[config.mk]
export PLATFORM = sky130hd
export DESIGN_NAME = reg_dump_sequencer
export DESIGN_NICKNAME = d
export VERILOG_FILES = /design/src/rtl/reg_dump_sequencer.sv
export SDC_FILE = /design/constraint.sdc
export NUM_CORES = 1
export LEC_CHECK = 0
export CORE_MARGIN = 3
export CORE_UTILIZATION = 40
export DETAILED_ROUTE_END_ITERATION = 10
export GPL_TIMING_DRIVEN = 0
export PLACE_DENSITY = 0.65
export REMOVE_ABC_BUFFERS = 1
export SETUP_SLACK_MARGIN = 0.15
export SYNTH_ARGS = -nofsm -noshare
export SYNTH_HDL_FRONTEND = slang
export SYNTH_SLANG_ARGS = --single-unit
export TNS_END_PERCENT = 20
[constraint.sdc]
create_clock -name clk -period 5.15 [get_ports clk]
set_clock_uncertainty 0.1 [all_clocks]
set_input_delay 1.2875 -clock clk [delete_from_list [all_inputs] [get_ports clk]]
set_output_delay 1.2875 -clock clk [all_outputs]
set_load 0.005 [all_outputs]
[src/rtl/reg_dump_sequencer.sv]
// Walks the register file and streams each register as an uppercase ASCII hex line.
// Define REG_DUMP_INDEX_EN to prefix every line with "II: " (register index, 2 hex chars).
module reg_dump_sequencer #(
  parameter int unsigned NUM_REGS = 32,
  parameter int unsigned ADDR_W   = 5
) (
  input  logic              clk,
  input  logic              rst,
  input  logic              start,
  output logic              busy,
  output logic              done,
  output logic [ADDR_W-1:0] rf_addr,
  input  logic [31:0]       rf_data,
  output logic [7:0]        tx_data,
  output logic              tx_valid,
  input  logic              tx_ready
);

`ifdef REG_DUMP_INDEX_EN
  localparam logic [3:0] LineLen = 4'd14;
`else
  localparam logic [3:0] LineLen = 4'd10;
`endif
  localparam logic [ADDR_W-1:0] LastIdx = ADDR_W'(NUM_REGS - 1);

  typedef enum logic [2:0] {StIdle, StFetch, StLatch, StSend, StDone} state_e;

  state_e              state_q, state_d;
  logic [ADDR_W-1:0]   idx_q, idx_d;
  logic [3:0]          pos_q, pos_d;
  logic [31:0]         value_q, value_d;
  logic [7:0]          tx_data_q, tx_data_d;
  logic                tx_valid_q, tx_valid_d;

  logic [31:0]         char_src;
  logic [3:0]          char_pos;
  logic [2:0]          nib_sel;
  logic [7:0]          char_out;

  function automatic logic [7:0] hex_char(input logic [3:0] nib);
    return (nib < 4'd10) ? {4'h3, nib} : 8'h37 + {4'h0, nib};
  endfunction

  // The byte loaded into tx_data is the one after the current position, except in
  // LATCH where the first byte is built straight from rf_data.
  assign char_src = (state_q == StLatch) ? rf_data : value_q;
  assign char_pos = (state_q == StLatch) ? 4'd0 : pos_q + 4'd1;

`ifdef REG_DUMP_INDEX_EN
  logic [7:0] idx8;
  always_comb begin
    idx8     = 8'(idx_q);
    nib_sel  = 3'(char_pos - 4'd4);
    char_out = 8'h0A;
    if (char_pos == 4'd0)       char_out = hex_char(idx8[7:4]);
    else if (char_pos == 4'd1)  char_out = hex_char(idx8[3:0]);
    else if (char_pos == 4'd2)  char_out = 8'h3A;
    else if (char_pos == 4'd3)  char_out = 8'h20;
    else if (char_pos < 4'd12)  char_out = hex_char(char_src[{3'd7 - nib_sel, 2'b00} +: 4]);
    else if (char_pos == 4'd12) char_out = 8'h0D;
  end
`else
  always_comb begin
    nib_sel  = char_pos[2:0];
    char_out = 8'h0A;
    if (char_pos < 4'd8)       char_out = hex_char(char_src[{3'd7 - nib_sel, 2'b00} +: 4]);
    else if (char_pos == 4'd8) char_out = 8'h0D;
  end
`endif

  always_comb begin
    state_d    = state_q;
    idx_d      = idx_q;
    pos_d      = pos_q;
    value_d    = value_q;
    tx_data_d  = tx_data_q;
    tx_valid_d = tx_valid_q;
    unique case (state_q)
      StIdle: begin
        if (start) begin
          state_d = StFetch;
          idx_d   = '0;
        end
      end
      StFetch: state_d = StLatch;
      StLatch: begin
        value_d    = rf_data;
        pos_d      = '0;
        tx_valid_d = 1'b1;
        tx_data_d  = char_out;
        state_d    = StSend;
      end
      StSend: begin
        if (tx_ready) begin
          if (pos_q == LineLen - 4'd1) begin
            tx_valid_d = 1'b0;
            if (idx_q == LastIdx) begin
              state_d = StDone;
            end else begin
              idx_d   = idx_q + 1'b1;
              state_d = StFetch;
            end
          end else begin
            pos_d     = pos_q + 4'd1;
            tx_data_d = char_out;
          end
        end
      end
      StDone:  state_d = StIdle;
      default: state_d = StIdle;
    endcase
  end

  always_ff @(posedge clk) begin
    if (rst) begin
      state_q    <= StIdle;
      idx_q      <= '0;
      pos_q      <= '0;
      value_q    <= '0;
      tx_data_q  <= '0;
      tx_valid_q <= 1'b0;
    end else begin
      state_q    <= state_d;
      idx_q      <= idx_d;
      pos_q      <= pos_d;
      value_q    <= value_d;
      tx_data_q  <= tx_data_d;
      tx_valid_q <= tx_valid_d;
    end
  end

  assign busy     = (state_q == StFetch) || (state_q == StLatch) || (state_q == StSend);
  assign done     = (state_q == StDone);
  assign rf_addr  = idx_q;
  assign tx_data  = tx_data_q;
  assign tx_valid = tx_valid_q;

endmodule

Yosys cells after proc, flatten, opt, wreduce, memory -nomap -nowiden
Index checks and enable logic that the tools add are counted.

Equal/unequal tests: 12. $add $sub $neg: 4. Reduce and logical (&&, ||, !) cells: 9. Shifts and indexed selects: 1. Magnitude comparators: 2. Muxes and demuxes: 24.

Operator list (count): $mux W32 (1); $shiftx A32 B6 Y4 (1); $mux W5 (4); $mux W8 (2); $pmux W8 S2 (1); $mux W3 (5); $mux W7 (2); $mux W4 (3); $pmux W3 S4 (1); $ne A2 B2 Y1 const B (5); $pmux W5 S2 (1); $reduce_and A3 Y1 (3); $eq A4 B4 Y1 const B (2); $lt A4 B4 Y1 const B (2); $pmux W4 S2 (1); $add A6 B4 Y7 const A (1); $eq A3 B2 Y1 const B (2); $add A5 B1 Y5 const B (1); $eq A5 B5 Y1 const B (1); $reduce_and A5 Y1 (1); $add A4 B1 Y4 const B (1); $reduce_bool A2 Y1 (2); $eq A3 B1 Y1 const B (1); $eq A3 B3 Y1 const B (1); other kinds (5) (7).

Input bits: 36. Word-level logic and storage cells: 58. Register bits after elaboration: 53.

Longest topological paths before layout
Gate-level depths: netlist (run 1).

Word-level depth: 10. Depth in mapped cells: 11.

Worst setup path before layout (run 1)
Ideal clock, no wire load.

Path type: reg-to-reg. From: register pos_q[1]. To: register tx_data_q[6], in the netlist tx_data[6]. Data arrival time: 2.284 ns. Path slack: 2.645 ns. Setup time: 0.121 ns. Required time: 4.929 ns. Cell stages (with the launch flop): 10. Path through: dfxtp_1 ha_1 xor2_4 mux4_2 nor2_1 o31a_1 ha_1 nor2_1 o21bai_1 a2bb2o_1.

Longest elaborated chain between the ends: 10. Elaborated cells on any way between the ends: 15. Classes of those cells: 3 x add/sub; 2 x order compare; 2 x eq/ne; 1 x shift; 6 x mux; 1 x reduce/logical.

RTL lines: start, declared (RTL line 30) `logic [3:0] pos_q, pos_d;`; start signal, assigned (RTL line 125) `pos_q <= pos_d;`; $add A4 B1 Y4 (RTL line 47) `assign char_pos = (state_q == StLatch) ? 4'd0 : pos_q + 4'd1;`; $mux W4 (RTL line 47); $sub A3 B3 Y3 (RTL line 66) `if (char_pos < 4'd8) char_out = hex_char(char_src[{3'd7 - nib_sel, 2'b00} +: 4]);`; $shiftx A32 B6 Y4 (RTL line 66); $add A6 B4 Y7 / $lt A4 B4 Y1 (equally long branches) (RTL line 41) `return (nib < 4'd10) ? {4'h3, nib} : 8'h37 + {4'h0, nib};`; $mux W7 (RTL line 41); $mux W7 (RTL line 66); $mux W8 (RTL line 95) `if (pos_q == LineLen - 4'd1) begin`; $mux W8 (RTL line 94) `if (tx_ready) begin`; $pmux W8 S2 (RTL line 78) `unique case (state_q)`; end signal, assigned (RTL line 127) `tx_data_q <= tx_data_d;`; end, declared (RTL line 32) `logic [7:0] tx_data_q, tx_data_d;`.

Parallel ways exist; a longest one is shown, timed or not. The select of a mux whose other input is x is not followed. A chain may end at the register's enable or synchronous reset.

Final worst setup path (run 1)
From: register pos_q[0]. To: register tx_data_q[6], in the netlist tx_data[6].

Same word-level chain as after synthesis.

==> out/qor.yml, run 1 <==
status: "finished, final reports clean"
p_leak_nw: 1.087
cpLargestDelayFamily: "flip-flops"
multi_input_area_sq_mm: 0.001333
tightest_slew_ns: 0.9463
cp_cell_sequence: "ha_1 -> xor2_4 -> mux4_2 -> nor2_1 -> o31a_1 -> ha_1 -> nor2_1 -> o21bai_1 -> a2bb2o_1"
rows: 28
period_share: 0.6678
globalRouteOverflowTotal: 0
drt-total-wl_microns: 5239
clock.fmax_mhz: 290.8
yosysTopAreaCell: "dfxtp_1"
path_clk_slew_ns: 0.09
grt_max_degree: 53
initial_core_util: 0.4176
hold_buffers: 0
drt_iter0_drc: 105
yosysSeqAreaShare: 0.4185
finalHoldViolations: 0
drv_cap: 0
viasPerCell: 5.102
drive_above_1_share: 0.06509
fin_setup_tns_ns: 0
yosysWarnings: 0
synth_top_area_frac: 0.4185
cts_tree: "built"
core_area_sq_mm: 0.005956
total_power_mw: 0.7976
path_buf_inv: 0
num-nets-final: 378
area_delta_synth_final_pct: 24.55
antenna_found_initial: 0
dieArea_sq_mm: 0.007200
critPathSlowestCell: "dfxtp_1"
place_hpwl_microns: 3611
ys_seq_elements: 52
slew_violations: 0
grt_pass1_wl_microns: 9114
synth.most_common_cell: "nand2_1"
synth_commonest_cells: "72 x nand2_1, 52 x dfxtp_1, 46 x a21oi_1, 16 x nor2_1, 15 x clkbuf_1"
root_buffer: "clkbuf_8"
p_per_area_mw_per_mm2: 257.5
portBuffers: 50
placed_cell_area_sq_mm: 0.003008
crit_required_ns: 5.25
grtUsageTotal: 0.1522
cpPeakStageDelay_ns: 0.89
cts.path.max_buffers: 2
critPathKind: "reg2reg"
slew_headroom: 0.3691
period_needed_ns: 3.439
antenna_cells: 0
rsz0062_at_grt: "no"
startpoint_type: "register"
num_vias: 2107
async_reset_ff_frac: 0
cts_made_buffers: 5
post_synth_num_cell_types: 49
grt_pass1_vias: 1977
worstSetupEndpointType: "register"
ctsResizeCount: 0
dr.pass1.iters: 4
postRouteAntennaNets: 0
arrival_ns: 3.54
cp_max_fo: 18
io_pins: 52
synth_area_leaders: "dfxtp_1 42%, nand2_1 11%, a21oi_1 9.3%"
design_area_sq_mm: 0.003098
synth-edff-count: 0
clock-sinks: 52
synth_cells: 301
drc: 0
die_w_microns: 84.86
synth_area_sq_mm: 0.002487
clk_latency_ns: 0.30
final_util: 0.5202
seqCellArea_sq_mm: 0.001041
setup_viol: 0
fill_cells: 600
die_y_microns: 84.86
avgSynthCellArea_sq_um: 8.264
cts_setup_buffers: 0
min_path_type: "reg2reg"
ir_drop_uv: 141.2
ys.flop_type: "dfxtp_1"
wire_per_inst_microns: 12.69
routabilityCongestion: 0.7687
cts-htree-levels: 2
[cell type report]
class,instances,share of cell area
inverters,6,0.007270
flip-flops and latches,52,0.3360
clock buffers,8,0.02908
multi-input cells,220,0.4301
repair buffers,52,0.1672
well taps,75,0.03029
[metal layers]
layer | up-vias | GRT usage | wire (microns)
met4 | 0 | 0.04029 | 55
met2 | 37 | 0.2498 | 2452
met1 | 956 | 0.2021 | 2526
li1 | 1107 | - | -
met5 | - | 0 | 0
met3 | 7 | 0.03592 | 205
[logic make-up (layout without fill, tap and decap cells)]
family	count (synthesis)	in the layout	share of synthesized area
mux	11	11	0.07495
fa+ha+maj	5	5	0.02515
compound gates	71	71	0.1746
xor+xnor	5	5	0.02515
buf+inv	29	66	0.04779
other cells	1	1	0.001508
flops	52	52	0.4185
simple gates	127	127	0.2324
[tightest hold or removal path: stages, from the launching register on]
cell,delay (ns)
dfxtp_1,0.31
nand2_1,0.05
a21oi_1,0.05
[registers in the layout, summed over array words and instances (netlist names)]
signal / count
state_q: 3
value_q: 32
tx_valid: 1
rf_addr: 5
pos_q: 4
tx_data: 7
[stage by stage]
| step | instances | setup slack, ns | hold slack (ns) |
|---|---|---|---|
| final | 413 | 1.711 | 0.3566 |
| after global routing | 413 | 1.432 | 0.3738 |
| after CTS | 413 | 1.675 | 0.3565 |
| after detailed placement | 405 | 1.687 | 0.3441 |
| after global placement | 403 | -0.2902 | 0.3395 |
| after floorplan | 278 | 1.231 | 0.3268 |
[final timing paths]
path	slack, ns	start	end	depth (start not counted)
setup reg to reg	1.71	pos_q[0]	tx_data[6]	9
setup / recovery	1.71	pos_q[0]	tx_data[6]	9
hold / removal	0.36	value_q[28]	value_q[28]	2
hold reg to reg	0.36	value_q[28]	value_q[28]	2
[layout by cell type, fill, tap and decap left out, drive strengths merged, types with 4 or more instances in the layout]
master,n
nand2,72
dfxtp,52
clkdlybuf4s50,49
a21oi,46
nor2,16
clkbuf,8
nand3,7
o21ai,7
mux4,6
inv,6
nor3,6
nand2b,5
ha,5
and3,4
mux2i,4
xor2,4
[power by group]
part	leakage, nW	internal [mW]	switching, mW	total (mW)
combinational	0.619	0.0657	0.0610	0.127
clock	0.0455	0.110	0.126	0.236
sequential	0.423	0.421	0.0136	0.435
total	1.09	0.597	0.201	0.798
Power figures use the tool's default switching activity.
==> run 2, diff against run 1 <==
==> constraint.sdc (replaced) <==
create_clock -name clk -period 3.3 [get_ports clk]
set_clock_uncertainty 0.1 [all_clocks]
set_input_delay 0.825 -clock clk [delete_from_list [all_inputs] [get_ports clk]]
set_output_delay 0.825 -clock clk [all_outputs]
set_load 0.005 [all_outputs]
==> run 2 against run 1 <==
  * Die area unchanged
  * Flip-flop and latch count unchanged
  * Maximum frequency grew 21%
  * Non-clock buffer count increased by 2
  * Register-to-register slack got worse by 1.3 ns
  * Utilization is 0.36 points higher
  * Sequential power rose by 56%
  * Critical endpoint is now tx_data[4]
  * Routed wire length rose by 0.21%
==> out/qor.yml, run 2 (same netlist as run 1, synthesis figures left out) <==
arrival_ns: 2.95  # -0.59 ns
hold_start: "value_q[16]"
worstSetupEndpointType: "register"
core_area_sq_mm: 0.005956  # unchanged
drt_iter0_drc: 91  # -13%
setup_viol: 0  # unchanged
die_w_microns: 84.86  # unchanged
hold_path_depth: 2  # unchanged
slew_headroom: 0.3682  # -0.0009370
busiest_layer: "met2"
cts.path.max_buffers: 2  # unchanged
clock.fmax_mhz: 351.6  # +21%
layout_commonest_cell: "nand2_1"
antenna_found_initial: 0  # unchanged
reg2regPathDepth: 9  # unchanged
cts_made_buffers: 5  # unchanged
cpPeakStageDelay_ns: 0.64  # -0.25 ns
globalRouteOverflowTotal: 0  # unchanged
use_met1: 0.2021  # unchanged
clock-sinks: 52  # unchanged
drv_cap: 0  # unchanged
io_pins: 52  # unchanged
p_per_area_mw_per_mm2: 399.1  # +55%
num-nets-final: 380  # +0.53%
cts-htree-levels: 2  # unchanged
initial_core_util: 0.4176  # unchanged
clk_latency_ns: 0.30  # about the same
worst-r2r-setup-slack_ns: 0.46  # -1.26 ns
ir_drop_uv: 219.9  # +56%
grt_pass1_vias: 1977  # unchanged
stdcell_count: 415  # +0.48%
dr.pass1.iters: 4  # unchanged
area_delta_synth_final_pct: 25.40
wire_per_inst_microns: 12.65  # -0.27%
dieArea_sq_mm: 0.007200  # unchanged
period_share: 0.8620  # +0.1941
largest_register_ffs: 32  # unchanged
top_register: "value_q"
grtUsageTotal: 0.1522  # unchanged
crit_required_ns: 3.40  # -1.85 ns
hold_buffers: 0  # unchanged
cts_tree: "built"
rows: 28  # unchanged
use_met3: 0.03592  # unchanged
tightest_slew_ns: 0.9477  # +0.001405 ns
path_clk_slew_ns: 0.09  # about the same
timing.critical_path.mode_cell: "buf_6"
met2_usage: 0.2498  # unchanged
slew_violations: 0  # unchanged
place_inst: 405  # unchanged
drc: 0  # unchanged
routabilityCongestion: 0.7687  # unchanged
startpoint_type: "register"
grt_max_degree: 53  # unchanged
critPathSlowestCell: "nor3b_2"
min_path_type: "reg2reg"
holdPathEnd: "value_q[16]"
r2r-end: "tx_data[4]"
period_needed_ns: 2.844  # -0.5947 ns
path_buf_inv: 2  # +2
portBuffers: 50  # unchanged
status: "finished, final reports clean"
root_buffer: "clkbuf_8"
die_y_microns: 84.86  # unchanged
drive_above_1_share: 0.07647  # +0.01138
cp_max_fo: 18  # unchanged
layout_common_cells: "72 x nand2_1, 51 x dfxtp_1, 49 x clkdlybuf4s50_1"
p_leak_nw: 1.096  # +0.79%
cpLargestDelayFamily: "simple AND/OR/NAND/NOR gates"
rsz0062_at_grt: "no"
antenna_cells: 0  # unchanged
finalHoldViolations: 0  # unchanged
grt_pass1_wl_microns: 9114  # unchanged
num_vias: 2108  # +0.047%
fill_cells: 596  # -0.67%
final_util: 0.5237  # +0.003571
postRouteAntennaNets: 0  # unchanged
r2r_start: "state_q[1]"
cp_cell_sequence: "nor3b_2 -> buf_6 -> buf_6 -> nand2_1 -> and3_1 -> ha_1 -> nor2_1 -> o21bai_1 -> a32o_1"
drt-total-wl_microns: 5250  # +0.21%
place_hpwl_microns: 3611  # unchanged
viasPerCell: 5.080  # -0.43%
critPathKind: "reg2reg"
==> run 2: cell count changes in the layout (fill, tap and decap cells not counted), sizes merged <==
cell / before / now
buf: 3 / 5
==> run 2: report_power, final <==
part | internal (mW) | switching (mW)
sequential | 0.657 | 0.0203
combinational | 0.103 | 0.0959
clock | 0.171 | 0.198
total | 0.931 | 0.314
==> run 2: worst max path at each step <==
stage	from	endpoint	slack [ns]	cells after the start
final	state_q[1]	tx_data[4]	0.46	9
after global routing	state_q[1]	tx_data[2]	0.17	9
after CTS	pos_q[0]	tx_data[6]	0.28	9
after detailed placement	pos_q[0]	tx_data[6]	-0.16	9
after global placement	state_q[1]	tx_data[2]	-2.14	7
after floorplan	state_q[1]	tx_data[4]	-0.62	7
==> run 2: what timing repair did <==
action | 4_1_cts | 5_1_grt
cloned | 0 | 0
gates resized for setup | 2 | 1
buffers inserted | 0 | 2
setup endpoints to repair | 4 | 2
hold endpoints to repair | 0 | 0
==> run 2: stage by stage <==
step                      cell area, sq um  TNS (ns)  hold WS [ns]  setup slack [ns]  power (mW)
final                                 3119         0        0.3569            0.4556       1.245
after global routing                  3119         0        0.3738            0.1665       1.308
after CTS                             3102         0        0.3565            0.2777       1.257
after detailed placement              3008   -0.2714        0.3441           -0.1626      0.8918
after global placement                2985    -48.25        0.3395            -2.140      0.8878
after floorplan                       2391    -3.590        0.3268           -0.6189      0.7922
==> run 2: metal layers <==
layer  wire length (microns)  vias up
li1                        -     1112
met1                    2526      953
met2                    2447       37
met3                     221        6
met4                      55        0
met5                       0        -
==> run 2: cell type report <==
| type | instances | area [sq um] | share of cell area |
|---|---|---|---|
| Multi-Input combinational cell | 220 | 1335 | 0.4280 |
| Sequential cell | 52 | 1045 | 0.3349 |
| Timing Repair Buffer | 54 | 533.0 | 0.1709 |
| Tap cell | 75 | 93.84 | 0.03008 |
| Clock buffer | 8 | 90.09 | 0.02888 |
| Inverter | 6 | 22.52 | 0.007220 |
==> run 2: tightest hold or removal path: stages, from the launching register on <==
cell	delay, ns
dfxtp_1	0.31
nand2_1	0.05
a21oi_1	0.05
==> run 3, diff against run 2 <==
--- a/config.mk
+++ b/config.mk
@@ -5,10 +5,12 @@
 export SDC_FILE = /design/constraint.sdc
 export NUM_CORES = 1
 export LEC_CHECK = 0
+export ABC_CLOCK_PERIOD_IN_PS = 3300
+export CAP_MARGIN = 0
 export CORE_MARGIN = 3
 export CORE_UTILIZATION = 40
 export DETAILED_ROUTE_END_ITERATION = 10
-export GPL_TIMING_DRIVEN = 0
+export GPL_TIMING_DRIVEN = 1
 export PLACE_DENSITY = 0.65
 export REMOVE_ABC_BUFFERS = 1
 export SETUP_SLACK_MARGIN = 0.15
==> run 3 against run 2 <==
  * Routed wire length is 4.1% higher
  * Register-to-register slack improved by 0.07 ns
  * Sequential share of layout area is 0.35 points lower
  * Worst hold slack lost 0.00074 ns
  * Sequential power about the same
  * Worst setup slack better by 0.071 ns
  * Utilization is 0.36 points higher
  * Clock power about the same
  * Final cell count increased by 0.48%
  * Critical path depth is the same
  * Die area stayed put
  * Largest cell class unchanged
==> out/qor.yml, run 3 (same netlist as run 1, synthesis figures left out) <==
cts.path.max_buffers: 2  # unchanged
finalHoldViolations: 0  # unchanged
cpLargestDelayFamily: "compound AO/OA/AOI/OAI gates"
viasPerCell: 5.228  # +2.9%
largest_register_ffs: 32  # unchanged
antenna_cells: 0  # unchanged
final_util: 0.5273  # +0.003572
total_power_mw: 1.251  # +0.49%
core_area_sq_mm: 0.005956  # unchanged
layout_commonest_cell: "nand2_1"
ctsResizeCount: 0  # -2
cpPeakStageDelay_ns: 0.54  # -0.10 ns
period_share: 0.8403  # -0.02162
dieArea_sq_mm: 0.007200  # unchanged
die_w_microns: 84.86  # unchanged
area_delta_synth_final_pct: 26.26
stdcell_count: 417  # +0.48%
layout_common_cells: "72 x nand2_1, 52 x dfxtp_1, 50 x clkdlybuf4s50_1"
ir_drop_uv: 202.8  # -7.8%
path_buf_inv: 0  # -2
path_depth: 9  # unchanged
slew_headroom: 0.6244  # +0.2562
drt-total-wl_microns: 5463  # +4.1%
grt_max_degree: 39  # -26%
multi_input_area_sq_mm: 0.001333  # -0.19%
fill_cells: 585  # -1.8%
cts_made_buffers: 5  # unchanged
critPathCapture: "tx_data[6]"
period_needed_ns: 2.773  # -0.07135 ns
path_clk_slew_ns: 0.09  # about the same
rsz0062_at_grt: "no"
drt_iter0_drc: 156  # +71%
drv_cap: 0  # unchanged
min_path_type: "reg2reg"
clk_latency_ns: 0.30  # about the same
clock.fmax_mhz: 360.6  # +2.6%
grt_pass1_vias: 2065  # +4.5%
drc: 0  # unchanged
crit_required_ns: 3.40  # about the same
globalRouteOverflowTotal: 0  # unchanged
p_per_area_mw_per_mm2: 398.3  # -0.19%
drive_above_1_share: 0.07895  # +0.002477
grtUsageTotal: 0.1603  # +0.008169
hold_buffers: 0  # unchanged
p_leak_nw: 1.115  # +1.7%
worstSetupEndpointType: "register"
dr.pass1.iters: 4  # unchanged
cp_cell_sequence: "ha_1 -> xor2_4 -> mux4_2 -> nor2_1 -> o31a_1 -> ha_1 -> nor2_1 -> o21bai_1 -> a2bb2o_1"
worst-r2r-setup-slack_ns: 0.53  # +0.07 ns
top_register: "value_q"
postRouteAntennaNets: 0  # unchanged
num_vias: 2180  # +3.4%
cts_tree: "built"
routabilityCongestion: 0.8159  # +6.1%
die_y_microns: 84.86  # unchanged
cts_setup_buffers: 0  # unchanged
initial_core_util: 0.4176  # unchanged
r2r_start: "pos_q[0]"
r2r-end: "tx_data[6]"
fin_setup_tns_ns: 0  # unchanged
io_pins: 52  # unchanged
root_buffer: "clkbuf_8"
slew_violations: 0  # unchanged
portBuffers: 50  # unchanged
cts-htree-levels: 2  # unchanged
wire_per_inst_microns: 13.10  # +3.6%
seqCellArea_sq_mm: 0.001041  # -0.36%
clock-sinks: 52  # unchanged
setup_viol: 0  # unchanged
place_inst: 409  # +0.99%
startpoint_type: "register"
antenna_found_initial: 0  # unchanged
rows: 28  # unchanged
crit_start: "pos_q[0]"
critPathKind: "reg2reg"
status: "finished, final reports clean"
num-nets-final: 382  # +0.53%
reg2regPathDepth: 9  # unchanged
grt_pass1_wl_microns: 9473  # +3.9%
place_hpwl_microns: 3954  # +9.5%
cp_max_fo: 7  # -11
tightest_slew_ns: 0.5594  # -0.3883 ns
arrival_ns: 2.87  # -0.08 ns
critPathSlowestCell: "mux4_2"
-- run 3: changes by cell type in the layout (fill, tap and decap cells not counted), sizes merged --
| cell | change |
|---|---|
| clkdlybuf4s50 | +1 |
| clkbuf | -2 |
| clkinv | +2 |
| buf | +1 |
-- run 3: final cells by class --
type,count,area share
Timing Repair Buffer,56,0.1777
Inverter,6,0.007171
Sequential cell,52,0.3315
Clock buffer,6,0.02629
Tap cell,75,0.02988
Multi-Input combinational cell,220,0.4243
Clock inverter,2,0.003187
-- run 3: routing by layer --
layer	vias to the layer above	track usage	part of all wire
met5	-	0	0
met4	0	0.04460	0.011
met3	7	0.03495	0.042
met2	40	0.2541	0.47
met1	1009	0.2217	0.48
li1	1124	-	-
-- run 3: tightest hold or removal path: cells and delay by family, from the launching register on --
family	cells	cell delay [ns]
compound gates	1	0.05
flops	1	0.32
simple gates	1	0.05
-- run 3: worst min-delay path by stage --
| stage | to | depth (start not counted) | start |
|---|---|---|---|
| 3_5_place_dp | value_q[4] | 2 | value_q[4] |
| 5_1_grt | value_q[27] | 2 | value_q[27] |
| 2_1_floorplan | value_q[31] | 2 | value_q[31] |
| 3_3_place_gp | value_q[30] | 2 | value_q[30] |
| 6_report | value_q[14] | 2 | value_q[14] |
| 4_1_cts | value_q[4] | 2 | value_q[4] |
-- run 3: power by group --
group          leakage, nW  switching, mW  total, mW  internal, mW
Clock               0.0510          0.201      0.369         0.168
Sequential           0.423         0.0208      0.678         0.657
Combinational        0.641         0.0980      0.204         0.106
-- run 3: metrics by stage --
stage / area [sq um] / hold WS, ns / setup WS (ns)
finish: 3141 / 0.3561 / 0.5269
global route: 3141 / 0.3746 / 0.2956
detailed placement: 3048 / 0.3477 / 0.5201
global placement: 3048 / 0.3393 / 0.5907
floorplan: 2391 / 0.3268 / -0.6189
CTS: 3141 / 0.3598 / 0.4950
